<file path="config.mk">
export PLATFORM = sky130hd
export DESIGN_NAME = instr_sequencer_flat
export DESIGN_NICKNAME = d
export VERILOG_FILES = /design/src/rtl/instr_sequencer_if.sv /design/src/rtl/instr_sequencer.sv /design/src/flat_wrapper.sv
export SDC_FILE = /design/constraint.sdc
export NUM_CORES = 1
export LEC_CHECK = 0
export CAP_MARGIN = 15
export CORE_MARGIN = 2
export CORE_UTILIZATION = 37
export DETAILED_ROUTE_END_ITERATION = 10
export GPL_TIMING_DRIVEN = 0
export PLACE_DENSITY = 0.82
export SLEW_MARGIN = 0
export SYNTH_ARGS = -nofsm -noshare
export SYNTH_HDL_FRONTEND = slang
export SYNTH_SLANG_ARGS = --single-unit
</file>
<file path="constraint.sdc">
create_clock -name clock -period 2.8 [get_ports clock]
set_input_delay 0.56 -clock clock [delete_from_list [all_inputs] [get_ports clock]]
set_output_delay 0.56 -clock clock [all_outputs]
set_load 0.1 [all_outputs]
</file>
<file path="src/rtl/instr_sequencer_if.sv">
`default_nettype none
// ============================================================================
// Module  : instr_sequencer_if
// Purpose : Bundles the sequencer's run-control inputs, instruction word and
//           control-matrix outputs.
// Ports   : master - drives start/instr/stall/halt_req/state_machine_reset,
//                    observes state/opcode/running/instr_done/illegal
//           slave  - the sequencer side (directions reversed)
// Revision: 1.0 - initial release
// ============================================================================
interface instr_sequencer_if #(
   parameter int INSTR_WIDTH = 16
);
   logic                   start;
   logic [INSTR_WIDTH-1:0] instr;
   logic                   stall;
   logic                   halt_req;
   logic                   state_machine_reset;
   logic [1:0]             state;
   logic [3:0]             opcode;
   logic                   running;
   logic                   instr_done;
   logic                   illegal;

   modport master (
      output start, instr, stall, halt_req, state_machine_reset,
      input  state, opcode, running, instr_done, illegal
   );

   modport slave (
      input  start, instr, stall, halt_req, state_machine_reset,
      output state, opcode, running, instr_done, illegal
   );
endinterface
`default_nettype wire

</file>
<file path="src/rtl/instr_sequencer.sv">
`default_nettype none
// ============================================================================
// Module  : instr_sequencer
// Purpose : Generates the 2-bit phase and the opcode for the CPU control
//           matrix. Fetches the opcode in phase 0, steps through the phases
//           of that instruction and returns to phase 0. Handles run/halt,
//           memory stalls and the control matrix's abort request.
// Ports   : clock     - system clock, rising edge
//           reset     - asynchronous active-high reset
//           bus       - instr_sequencer_if.slave (start, instr, stall,
//                       halt_req, state_machine_reset -> state, opcode,
//                       running, instr_done, illegal)
// Macro   : ILLEGAL_TRAP_EN - opcodes 1000..1111 trap to HALT and set
//           illegal instead of executing as single-phase NOPs.
// Revision: 1.0 - initial release
// ============================================================================
module instr_sequencer #(
   parameter int INSTR_WIDTH = 16,
   parameter int OPCODE_LSB  = 12
) (
   input  wire logic         clock,
   input  wire logic         reset,
   instr_sequencer_if.slave  bus
);

   localparam logic [1:0] IDLE = 2'd0;
   localparam logic [1:0] RUN  = 2'd1;
   localparam logic [1:0] HALT = 2'd2;

   logic [1:0]             fsm_q, fsm_d;
   logic [1:0]             phase_q, phase_d;
   logic [3:0]             opcode_q, opcode_d;
   logic                   illegal_q, illegal_d;

   logic [INSTR_WIDTH-1:0] instr_w;
   logic [3:0]             live_op;
   logic [3:0]             cur_op;
   logic [1:0]             last_phase;
   logic                   in_run;
   logic                   advance;
   logic                   at_last;
   logic                   trap;
   logic                   unused_bits;

   assign instr_w = bus.instr;
   assign live_op = instr_w[OPCODE_LSB+3:OPCODE_LSB];
   assign in_run  = (fsm_q == RUN);

   // Phase 0 decodes the live instruction word; later phases use the latch.
   assign cur_op  = (in_run && phase_q == 2'd0) ? live_op : opcode_q;

   always_comb begin
      case (cur_op)
         4'h0, 4'h1:             last_phase = 2'd1;
         4'h2, 4'h3, 4'h6, 4'h7: last_phase = 2'd3;
         4'h4, 4'h5:             last_phase = 2'd2;
         default:                last_phase = 2'd0;
      endcase
   end

   // Abort outranks stall, so an unstalled, un-aborted RUN cycle advances.
   assign advance = in_run && !bus.stall && !bus.state_machine_reset;
   assign at_last = (phase_q == last_phase);

`ifdef ILLEGAL_TRAP_EN
   assign trap        = advance && (phase_q == 2'd0) && cur_op[3];
   assign unused_bits = ^instr_w;
`else
   assign trap        = 1'b0;
   assign unused_bits = ^{instr_w, illegal_q};
`endif

   // State register
   always_ff @(posedge clock or posedge reset) begin
      if (reset) begin
         fsm_q     <= IDLE;
         phase_q   <= 2'd0;
         opcode_q  <= 4'd0;
         illegal_q <= 1'b0;
      end else begin
         fsm_q     <= fsm_d;
         phase_q   <= phase_d;
         opcode_q  <= opcode_d;
         illegal_q <= illegal_d;
      end
   end

   // Next-state logic
   always_comb begin
      fsm_d     = fsm_q;
      phase_d   = phase_q;
      opcode_d  = opcode_q;
      illegal_d = illegal_q;
      case (fsm_q)
         IDLE: begin
            if (bus.start) begin
               fsm_d   = RUN;
               phase_d = 2'd0;
            end
         end
         HALT: begin
            if (bus.start) begin
               fsm_d     = RUN;
               phase_d   = 2'd0;
               illegal_d = 1'b0;
            end
         end
         RUN: begin
            if (bus.state_machine_reset) begin
               phase_d = 2'd0;
            end else if (!bus.stall) begin
               if (phase_q == 2'd0) begin
                  opcode_d = live_op;
               end
               if (trap) begin
                  fsm_d     = HALT;
                  phase_d   = 2'd0;
                  illegal_d = 1'b1;
               end else if (at_last) begin
                  phase_d = 2'd0;
                  if (bus.halt_req) begin
                     fsm_d = HALT;
                  end
               end else begin
                  phase_d = phase_q + 2'd1;
               end
            end
         end
         default: begin
            fsm_d   = IDLE;
            phase_d = 2'd0;
         end
      endcase
   end

   // Output logic
   always_comb begin
      bus.state      = phase_q;
      bus.opcode     = cur_op;
      bus.running    = in_run;
      bus.instr_done = advance && at_last && !trap;
`ifdef ILLEGAL_TRAP_EN
      bus.illegal    = illegal_q;
`else
      bus.illegal    = 1'b0;
`endif
   end

endmodule
`default_nettype wire

</file>
<file path="src/flat_wrapper.sv">
// flat-port wrapper written by rule: the top's interface ports become plain ports
module instr_sequencer_flat 
#(
   parameter int INSTR_WIDTH = 16,
   parameter int OPCODE_LSB  = 12
)
  (clock, reset, bus_start, bus_instr, bus_stall, bus_halt_req, bus_state_machine_reset, bus_state, bus_opcode, bus_running, bus_instr_done, bus_illegal);
  instr_sequencer_if #(.INSTR_WIDTH(INSTR_WIDTH)) bus_i ();
  input  wire logic clock;
  input  wire logic reset;
  input wire logic [$bits(bus_i.start)-1:0] bus_start;
  input wire logic [$bits(bus_i.instr)-1:0] bus_instr;
  input wire logic [$bits(bus_i.stall)-1:0] bus_stall;
  input wire logic [$bits(bus_i.halt_req)-1:0] bus_halt_req;
  input wire logic [$bits(bus_i.state_machine_reset)-1:0] bus_state_machine_reset;
  output wire logic [$bits(bus_i.state)-1:0] bus_state;
  output wire logic [$bits(bus_i.opcode)-1:0] bus_opcode;
  output wire logic [$bits(bus_i.running)-1:0] bus_running;
  output wire logic [$bits(bus_i.instr_done)-1:0] bus_instr_done;
  output wire logic [$bits(bus_i.illegal)-1:0] bus_illegal;
  assign bus_i.start = bus_start;
  assign bus_i.instr = bus_instr;
  assign bus_i.stall = bus_stall;
  assign bus_i.halt_req = bus_halt_req;
  assign bus_i.state_machine_reset = bus_state_machine_reset;
  assign bus_state = bus_i.state;
  assign bus_opcode = bus_i.opcode;
  assign bus_running = bus_i.running;
  assign bus_instr_done = bus_i.instr_done;
  assign bus_illegal = bus_i.illegal;
  instr_sequencer #(.INSTR_WIDTH(INSTR_WIDTH), .OPCODE_LSB(OPCODE_LSB)) u_core (.clock(clock), .reset(reset), .bus(bus_i));
endmodule
</file>
==> results of run 1 <==
[worst max-delay path: stages (launching register included)]
cell	delay, ns
dfrtp_4	0.49
inv_4	0.07
ha_4	0.14
nand3b_4	0.12
mux2_4	0.32
a221o_1	0.38
mux2i_4	0.20
nor2_4	0.05
buf_12	0.16
[Yosys cell counts (2+ instances only)]
master and count:
a21oi_1 2, dfrtp_1 8, inv_1 6, mux2_2 7, nand2_1 3, nand3_1 2
nor2_1 4, nor3_1 2, nor3b_1 2, o32ai_1 3, or2b_1 2
[layout by cell type (no fill, tap or decap), types with 2 or more instances in the layout]
master,n
nor3_1,2
buf_4,10
nor2_1,3
nor3b_1,2
dfrtp_1,6
clkdlybuf4s15_1,2
inv_4,2
dlygate4sd2_1,2
o32ai_1,2
clkbuf_4,3
clkdlybuf4s50_1,11
inv_1,4
nand2_1,3
or2b_1,2
mux2_2,7
a21oi_1,2
nand3_1,2
dfrtp_4,2
[state kept, by name, indices dropped and copies added, names as in the netlist]
| signal | count |
|---|---|
| u_core.opcode_q | 4 |
| u_core.bus.state | 2 |
| u_core.fsm_q | 2 |
[worst paths after layout]
check	startpoint	end	slack (ns)
max	u_core.bus.state[0]	bus_instr_done	0.03
min	u_core.opcode_q[0]	u_core.opcode_q[0]	0.52
min in group asynchronous	reset	u_core.opcode_q[1]	0.53
max reg2reg	u_core.bus.state[0]	u_core.fsm_q[1]	0.60
min reg2reg	u_core.opcode_q[0]	u_core.opcode_q[0]	0.52
max in group asynchronous	reset	u_core.bus.state[1]	2.01
[area by class of cell]
class                   count  area [µm²]
fillers                   131       573.1
multi-input cells          40       362.8
repair buffers             26       246.5
flip-flops and latches      8       207.7
inverters                   6       27.53
clock buffers               4       26.28
well taps                  16       20.02
plain buffers               1       7.507
[stage by stage]
step	setup TNS, ns	cells	area (µm²)	hold slack [ns]
finish	0	101	898.4	0.5187
CTS	-0.01288	94	838.3	0.5117
detailed placement	-1.461	88	788.3	0.4989
floorplan	-0.03707	55	598.1	0.3757
global route	-0.03088	101	898.4	0.5416
global placement	-1.457	88	788.3	0.4832
[layer usage]
metal / up-vias / global-route usage
li1: 259 / -
met1: 251 / 0.1910
met2: 11 / 0.2746
met3: 2 / 0.01277
met4: 0 / 0.1091
met5: - / 0
[timing repair]
action | 4_1_cts | 5_1_grt
resized for setup | 18 | 1
gates cloned | 0 | 0
hold buffers | 0 | 0
setup buffers | 2 | 7
pin swaps | 2 | 2
setup endpoints to repair | 6 | 4
[cell families after synthesis]
kind of cell | count (synthesis) | synth area share
AND/OR/NAND/NOR | 19 | 0.2080
AO/OA/AOI/OAI | 10 | 0.1505
multiplexers | 9 | 0.2057
flip-flops | 8 | 0.3540
buffers and inverters | 7 | 0.05310
adder cells (fa/ha/maj) | 1 | 0.02212
other | 1 | 0.006631
==> flow_summary_export.csv, run 1 <==
group,metric,value,unit
global_route,grt_overflow,0,
route,routed_wl,1385,µm
floorplan,rows,14,
clock_network,cts.sinks,8,
global_route,grt_pass1_wl,2173,µm
route,drc_errors,0,
sta,fmax,361.6,MHz
clock_network,clk_pin_slew,0.06,ns
logic_synthesis,synth_top_area_frac,0.3540,
status,outcome,"finished, final reports clean",
clock_network,cts_buffer_depth,2,
cells_and_area,area_growth,58.85,%
route,ant_nets,0,
logic_synthesis,synthArstFlopShare,1.000,
global_route,grt_pass1_vias,504,
logic_synthesis,ys_seq_elements,8,
clock_network,cts-root-buf,"clkbuf_4",
critical_path,cp_data_required_time,2.24,ns
sta,setup_violations,0,
clock_network,cts_tree,"done",
global_route,grt_max_degree,9,
sta,fin_ws,0.03487,ns
sta,period_share,0.9875,
job,drv_cap,0,
route,wl_met2,727,µm
sta,hold_viol_final,0,
sta,slew-limit-headroom,0.3557,
clock_network,htree_levels,1,
critical_path,reg2reg_depth,9,
floorplan,start_util,0.3844,
global_route,grt_util_all_layers,0.1620,
place,dp_hpwl,969.3,µm
cells_and_area,fin_util,0.6105,
logic_synthesis,avgSynthCellArea,10.28,µm²
logic_synthesis,ys_seq_area_frac,0.3540,
sta,period_needed,2.765,ns
place,globalplace.congestion,0.7413,
global_route,antenna_found_initial,0,
place,place_ws,-0.9310,ns
sta,max_slew.worst_pin.slew,0.9635,ns
logic_synthesis,synth_fp_nets,78,
worst_hold_path,holdPathStages,1,
worst_hold_path,min_path_type,"flop to flop",
route,met3WireLength,36,µm
critical_path,end_kind,"output port",
route,vias,523,
logic_synthesis,synth_area,565.5,µm²
cells_and_area,layout.nets,109,
place,io_buffers,17,
route,wl_met1,596,µm
route,detail_route.wl_per_cell,13.71,µm
cells_and_area,diodes,0,
clock_network,clock_latency,0.26,ns
logic_synthesis,yosys_warnings,0,
clock_network,cts_made_buffers,3,
critical_path,cp.arrival,2.21,ns
route,avgViaCountPerCell,5.178,
sta,rsz0062_at_grt,"yes",
critical_path,critPathKind,"flop to output port",
logic_synthesis,synth_area_leader_cell,"dfrtp_1",
critical_path,worst_setup_path_start_kind,"flop",
route,routed.top_layer,"met4",
route,first_pass_iters,4,
logic_synthesis,yosys-top-cells-area,"dfrtp_1, mux2_2, o32ai_1",
logic_synthesis,syn-instance-count,55,
logic_synthesis,ys.flop_type,"dfrtp_1",
critical_path,cp_max_fo,6,
floorplan,die_w,43.10,µm
route,first_iter_violations,3,
sta,clock_skew,0.009108,ns
floorplan,num_io_pins,31,
logic_synthesis,synth_edf_count,0,
floorplan,core_area,0.001471,mm²
floorplan,dieArea,0.001857,mm²
sta,maxSlewViolCount,0,
floorplan,fp.dieH,43.10,µm
logic_synthesis,synthDistinctLibCells,25,
cells_and_area,drive_above_1_share,0.3882,
Power of run 1 is not shown: default switching activity piles up to over one toggle a cycle in this logic, so the estimate is an artifact.
==> inputs of run 2 (changes only) <==
- SKIP_LAST_GASP: not set -> 1
==> flow_summary_export.csv, run 2 (same netlist as run 1, synthesis figures left out) <==
group,metric,value,unit
critical_path,cp_max_fo,6,
sta,period_share,0.9892,
critical_path,end_kind,"output port",
route,ant_nets,0,
cells_and_area,layout_commonest_cell,"clkdlybuf4s50_1",
floorplan,dieArea,0.001857,mm²
cells_and_area,fin_util,0.6054,
cells_and_area,area_growth,57.52,%
clock_network,cts_buffer_depth,2,
sta,clock_skew,0.008912,ns
clock_network,clock_latency,0.26,ns
global_route,grt_pass1_vias,495,
floorplan,num_io_pins,31,
clock_network,htree_levels,1,
global_route,grt_pass1_wl,2139,µm
sta,max_slew.worst_pin.slew,0.9635,ns
cells_and_area,final_cell_count_no_fill,100,
floorplan,die_w,43.10,µm
floorplan,core_area,0.001471,mm²
sta,maxSlewViolCount,0,
worst_hold_path,min_path_type,"flop to flop",
route,avgViaCountPerCell,5.220,
job,drv_cap,0,
cells_and_area,final_cell_mix,"clkdlybuf4s50_1, buf_4, mux2_2, dfrtp_1, inv_1",
cells_and_area,largest-register,"u_core.opcode_q",
place,dp_hpwl,969.3,µm
cells_and_area,largest_reg_flops,4,
place,io_buffers,17,
global_route,antenna_found_initial,0,
sta,period_needed,2.770,ns
global_route,grt_max_degree,9,
sta,hold_viol_final,0,
sta,rsz0062_at_grt,"yes",
global_route,grt_overflow,0,
clock_network,clk_pin_slew,0.06,ns
route,drc_errors,0,
floorplan,fp.dieH,43.10,µm
cells_and_area,drive_above_1_share,0.3810,
critical_path,cp_data_required_time,2.24,ns
clock_network,cts-root-buf,"clkbuf_4",
status,outcome,"finished, final reports clean",
critical_path,cp.arrival,2.21,ns
sta,fmax,361.1,MHz
critical_path,critPathKind,"flop to output port",
global_route,grt_util_all_layers,0.1602,
clock_network,cts.sinks,8,
place,globalplace.congestion,0.7413,
place,place_inst,88,
route,first_iter_violations,2,
sta,setup_violations,0,
route,first_pass_iters,4,
clock_network,cts_tree,"done",
clock_network,cts-hold-fix-buffers,0,
floorplan,rows,14,
sta,slew-limit-headroom,0.3557,
route,routed_wl,1379,µm
cells_and_area,final.fill_count,133,
route,detail_route.wl_per_cell,13.79,µm
cells_and_area,diodes,0,
floorplan,start_util,0.3844,
clock_network,cts_made_buffers,3,
cells_and_area,layout.nets,108,
route,vias,522,
critical_path,worst_setup_path_start_kind,"flop",
## run 2: worst max-delay path, cell delays in order (launching register included)
cell	delay, ns
dfrtp_4	0.49
inv_4	0.07
ha_4	0.14
nand3b_4	0.12
mux2_4	0.32
a221o_1	0.38
mux2i_4	0.21
nor2_4	0.05
buf_12	0.16
## run 2: repair_timing
action                                  4_1_cts  5_1_grt
setup buffers                                 2        6
pin swaps                                     1        1
resized for setup                            16        3
endpoints found under the setup margin        6        4
## run 2: worst paths after layout
path                                     start                   to  slack (ns)  cells after the start
min                         u_core.opcode_q[0]   u_core.opcode_q[0]        0.51                      1
max reg2reg                u_core.bus.state[0]      u_core.fsm_q[1]        0.60                      9
min reg2reg                 u_core.opcode_q[0]   u_core.opcode_q[0]        0.51                      1
max                        u_core.bus.state[0]       bus_instr_done        0.03                      8
max in group asynchronous                reset  u_core.bus.state[1]        2.01                      2
min in group asynchronous                reset   u_core.opcode_q[1]        0.53                      2
## run 2: area by class of cell
class                      instances  area (µm²)  share of cell area
sequential                         8       207.7              0.2331
buffer                             1       7.507            0.008427
tap                               16       20.02             0.02247
inverter                           6       27.53             0.03090
timing repair buffer              25       239.0              0.2683
multi-input combinational         40       362.8              0.4073
clock buffer                       4       26.28             0.02949
## run 2: metal layers
layer	vias up	track usage	part of all wire
li1	257	-	-
met1	247	0.1910	0.43
met2	16	0.2687	0.52
met3	2	0.01277	0.033
met4	0	0.1091	0.018
met5	-	0	0
## run 2: through the flow
stage                     setup slack [ns]  cell area [µm²]  TNS [ns]  hold WS [ns]
after global placement             -0.9589            788.3    -1.457        0.4832
after CTS                         -0.02769            829.5  -0.03117        0.5117
after global routing              -0.03301            890.9  -0.03301        0.5416
after floorplan                   -0.03707            598.1  -0.03707        0.3757
final                              0.03033            890.9         0        0.5088
after detailed placement           -0.9310            788.3    -1.461        0.4989
Power of run 2 is left out for the same reason.
